==> src/rtl/grf_dump_reader_pkg.sv <==
// Shared definitions for the GRF dump reader: walk FSM encoding and the
// GRF geometry constants shared with the register file.
package grf_dump_reader_pkg;

   localparam int GRF_ADDR_W = 5;
   localparam int GRF_DATA_W = 32;

   typedef enum logic [1:0] {
      ST_IDLE  = 2'd0,
      ST_FETCH = 2'd1,
      ST_SEND  = 2'd2,
      ST_DONE  = 2'd3
   } dump_state_e;

   // Running dump signature: plain XOR fold, no carry.
   function automatic logic [GRF_DATA_W-1:0] sig_fold(
      input logic [GRF_DATA_W-1:0] acc,
      input logic [GRF_DATA_W-1:0] word
   );
      return acc ^ word;
   endfunction

endpackage

==> src/rtl/grf_dump_reader.sv <==
// Walks every GRF register through one combinational read port and streams
// {index, value} words over valid/ready, holding GRF writes while busy.
module grf_dump_reader
   import grf_dump_reader_pkg::*;
#(
   parameter int NUM_REGS  = 32,
   parameter int ADDR_W    = GRF_ADDR_W,
   parameter int DATA_W    = GRF_DATA_W,
   parameter int SKIP_ZERO = 0
) (
   input  logic              clk,
   input  logic              reset,
   input  logic              i_start,
   output logic [ADDR_W-1:0] o_rd_addr,
   input  logic [DATA_W-1:0] i_rd_data,
   output logic              o_hold,
   output logic              o_out_valid,
   input  logic              i_out_ready,
   output logic [ADDR_W-1:0] o_out_idx,
   output logic [DATA_W-1:0] o_out_data,
   output logic              o_out_last,
   output logic              o_busy,
   output logic              o_done,
   output logic [DATA_W-1:0] o_checksum
);

   localparam logic [ADDR_W-1:0] LAST_IDX  = ADDR_W'(NUM_REGS - 1);
   localparam logic [ADDR_W-1:0] FIRST_IDX = (SKIP_ZERO != 0) ? ADDR_W'(1) : ADDR_W'(0);

   dump_state_e       r_state;
   dump_state_e       w_state_nxt;
   logic [ADDR_W-1:0] r_idx;
   logic [ADDR_W-1:0] r_out_idx;
   logic [DATA_W-1:0] r_out_data;
   logic              r_out_last;
   logic [DATA_W-1:0] r_checksum;
   logic              r_out_valid;
   logic              r_busy;
   logic              r_done;
   logic              w_accept;

   assign w_accept = (r_state == ST_SEND) && i_out_ready;

   // Next-state decode for the walk.
   always_comb begin
      w_state_nxt = r_state;
      case (r_state)
         ST_IDLE: begin
            if (i_start) w_state_nxt = ST_FETCH;
            else         w_state_nxt = ST_IDLE;
         end
         ST_FETCH: w_state_nxt = ST_SEND;
         ST_SEND: begin
            if (w_accept) begin
               if (r_out_last) w_state_nxt = ST_DONE;
               else            w_state_nxt = ST_FETCH;
            end else begin
               w_state_nxt = ST_SEND;
            end
         end
         ST_DONE: w_state_nxt = ST_IDLE;
         default: w_state_nxt = ST_IDLE;
      endcase
   end

   // State register.
   always_ff @(posedge clk) begin
      if (reset) r_state <= ST_IDLE;
      else       r_state <= w_state_nxt;
   end

   // Walk index, captured output word and running checksum.
   always_ff @(posedge clk) begin
      if (reset) begin
         r_idx      <= {ADDR_W{1'b0}};
         r_out_idx  <= {ADDR_W{1'b0}};
         r_out_data <= {DATA_W{1'b0}};
         r_out_last <= 1'b0;
         r_checksum <= {DATA_W{1'b0}};
      end else begin
         case (r_state)
            ST_IDLE: begin
               if (i_start) begin
                  r_idx      <= FIRST_IDX;
                  r_checksum <= {DATA_W{1'b0}};
               end
            end
            ST_FETCH: begin
               r_out_data <= i_rd_data;
               r_out_idx  <= r_idx;
               r_out_last <= (r_idx == LAST_IDX);
            end
            ST_SEND: begin
               // idx stops at the last register so it never wraps.
               if (w_accept) begin
                  r_checksum <= sig_fold(r_checksum, r_out_data);
                  if (!r_out_last) r_idx <= r_idx + ADDR_W'(1);
               end
            end
            default: begin
            end
         endcase
      end
   end

   // Status flags registered from the next state so they align with r_state.
   always_ff @(posedge clk) begin
      if (reset) begin
         r_out_valid <= 1'b0;
         r_busy      <= 1'b0;
         r_done      <= 1'b0;
      end else begin
         r_out_valid <= (w_state_nxt == ST_SEND);
         r_busy      <= (w_state_nxt == ST_FETCH) || (w_state_nxt == ST_SEND);
         r_done      <= (w_state_nxt == ST_DONE);
      end
   end

   assign o_rd_addr   = r_idx;
   assign o_hold      = r_busy;
   assign o_busy      = r_busy;
   assign o_out_valid = r_out_valid;
   assign o_out_idx   = r_out_idx;
   assign o_out_data  = r_out_data;
   assign o_out_last  = r_out_last;
   assign o_done      = r_done;
   assign o_checksum  = r_checksum;

endmodule

==> config.mk <==
export PLATFORM = sky130hd
export DESIGN_NAME = grf_dump_reader
export DESIGN_NICKNAME = d
export VERILOG_FILES = /design/src/rtl/grf_dump_reader_pkg.sv /design/src/rtl/grf_dump_reader.sv
export SDC_FILE = /design/constraint.sdc
export NUM_CORES = 1
export LEC_CHECK = 0
export ABC_AREA = 1
export BUFFER_PORTS_ARGS = -buffer_cell sky130_fd_sc_hd__buf_2
export CORE_MARGIN = 2
export CORE_UTILIZATION = 45
export DETAILED_ROUTE_END_ITERATION = 6
export PLACE_DENSITY = 0.74
export SLEW_MARGIN = 20
export SYNTH_ARGS = -nofsm -noshare
export SYNTH_HDL_FRONTEND = slang
export SYNTH_SLANG_ARGS = --single-unit
export TNS_END_PERCENT = 30
==> constraint.sdc <==
create_clock -name clk -period 1.7 [get_ports clk]
set_clock_uncertainty 0.05 [all_clocks]
set_input_delay 0 -clock clk [delete_from_list [all_inputs] [get_ports clk]]
set_output_delay 0 -clock clk [all_outputs]
set_load 0.005 [all_outputs]
==> impl_metrics.tcl <==
set metrics [dict create \
    end_kind "flip-flop" \
    hp-class "in -> reg" \
    numPortBuffers 114 \
    die_area_sq_um 7600 \
    gp_congestion 0.830 \
    r2r_slack_ns 0.22 \
    final_antenna_net_count 0 \
    ys_top_cells_by_area "dfxtp_1, nor2_1, a21oi_1" \
    finalPower_uw 4200 \
    dp_hpwl_mm 5.38 \
    antennaDiodeCount 0 \
    grt_pass1_wl_mm 12.7 \
    ys_warn_count 0 \
    die_x_microns 87.2 \
    grt_max_degree 38 \
    vias_per_cell 4.95 \
    root_buffer "clkbuf_8" \
    slew_headroom_pct 77.1 \
    finalNonFillerCells 631 \
    ys_types 18 \
    worstPathRequired_ns 1.89 \
    num_vias 3126 \
    drv_cap 0 \
    rsz0062_at_grt "false" \
    drc 0 \
    clk_latency_ns 0.34 \
    ios 115 \
    ff_latch_area_sq_um 1600 \
    final_cell_mix "buf_2, nor2_1, dfxtp_1, nand2_1, a21oi_1" \
    setup_viol 0 \
    syn_avg_cell_area_sq_um 7.78 \
    power.leakage_uw 0.00206 \
    final_common_cell "buf_2" \
    drive_above_1_share_pct 27.0 \
    clkTransAtPathRegs_ns 0.08 \
    max_freq_mhz 676 \
    fp-row-count 30 \
    period_needed_ns 1.48 \
    synth_top_cell_by_area "dfxtp_1" \
    dp_cells 582 \
    nets 586 \
    clock_path_buffers 2 \
    ys_ff_latch 80 \
    synthesis.nets 440 \
    overflow 0 \
    firstDrtPassIters 4 \
    crit_arrival_ns 1.67 \
    fin_crit_sh_pct 87.0 \
    postLayoutCellArea_sq_um 4320 \
    clock_sinks 80 \
    antenna_found_initial 0 \
    drt_iter0_markers 140 \
    ys_seq_area_share_pct 51.5 \
    grt_pass1_vias 2805 \
    crit_type "reg -> reg" \
    cts_tree "built" \
    place_area_sq_um 3760 \
    post_drt_wl_per_cell_microns 12.8 \
    outcome "completed" \
    multi_input_area_sq_um 1340 \
    tightest_slew_ns 0.343 \
    crit_path_start_kind "flip-flop" \
    fill_cells 605 \
    area_growth_pct 38.7 \
    cts_setup_buffers 0 \
    cp_max_fo 37 \
    fp.coreArea_sq_um 6760 \
    initial_core_util_pct 46.1 \
    p_per_area_nw_per_um2 974 \
    synth_area_sq_um 3110 \
    grt_use_total_pct 21.5 \
    setup_tns_ns 0 \
    cts_made_buffers 9 \
    htree_levels 3 \
    peakVddDrop_mv 0.426 \
    syn_inst 400 \
    synth_top_area_share_pct 51.5 \
    die_h_microns 87.2 \
    wirelength_mm 8.09 \
    hold_violations 0 \
    final_max_slew_viol_count 0 \
]
[kinds of logic after synthesis]
family	after synthesis	share of synthesized area, %
buffers and inverters	37	5.51
AO/OA/AOI/OAI	84	13.9
flip-flops	80	51.5
adder cells (fa/ha/maj)	4	1.61
XOR/XNOR	14	3.94
AND/OR/NAND/NOR	181	23.6
[cells in the mapped netlist]
library cell and number:
xor2_1 14, nor2_2 1, buf_4 5, ha_1 4
nand4_1 1, a21oi_1 42, o21ai_0 40, clkbuf_1 8
nor2_1 95, o21ai_1 1, nand3_1 38, dfxtp_1 80
nand2_1 45, inv_2 4, inv_1 9, a21oi_4 1
nand2_2 1, buf_2 11
[through the flow]
stage	util [%]	hold slack, ns	setup WS (ns)
after global placement	55.7	0.194	0.260
after global routing	63.9	0.104	0.0775
after CTS	63.8	0.0600	0.155
after floorplan	-	0.0974	0.257
after detailed placement	55.7	0.199	0.165
final	63.9	0.0672	0.221
[layer usage]
metal / wire, microns / global-route usage (%) / vias up
met3: 338 / 3.89 / 14
met2: 3990 / 36.4 / 73
met1: 3590 / 25.8 / 1439
met4: 169 / 11.5 / 0
li1: - / - / 1600
met5: 0 / 0 / -
[state kept, by name, indices dropped and copies added (netlist names)]
register	count
o_busy	1
o_checksum	32
o_out_last	1
r_state	2
o_out_valid	1
o_out_idx	5
o_done	1
o_out_data	32
o_rd_addr	5
[final timing paths]
check,depth (start not counted),start,end
max reg2reg,7,r_state[1],o_checksum[6]
max,7,r_state[1],o_checksum[6]
min reg2reg,2,o_out_idx[1],o_out_idx[1]
min,4,i_out_ready,r_state[1]
[layout make-up]
| type | instances | area share (%) |
|---|---|---|
| Inverter | 13 | 1.13 |
| Clock buffer | 10 | 3.19 |
| Multi-Input combinational cell | 283 | 31.0 |
| Sequential cell | 80 | 37.1 |
| Clock inverter | 6 | 1.91 |
| Timing Repair Buffer | 159 | 23.3 |
| Tap cell | 80 | 2.32 |
[critical path: stages (launching register included)]
cell and delay (ns):
dfxtp_1 0.37, nor2_2 0.21, nand2_1 0.11, nand2_2 0.12, buf_6 0.27, nand3_1 0.11, nand2_1 0.08, nor2_1 0.04
[what timing repair did]
item                                   in CTS  in global routing
hold buffers                               33                  0
resized for setup                           0                  1
endpoints found under the hold margin      35                  0
setup endpoints to repair                   0                  3
[report_power, final]
part	total, uW	internal, uW	switching [uW]
Combinational	617	285	332
Clock	1520	859	659
Sequential	2070	1980	92.8
Note: power is estimated with default switching activity, not from simulation.
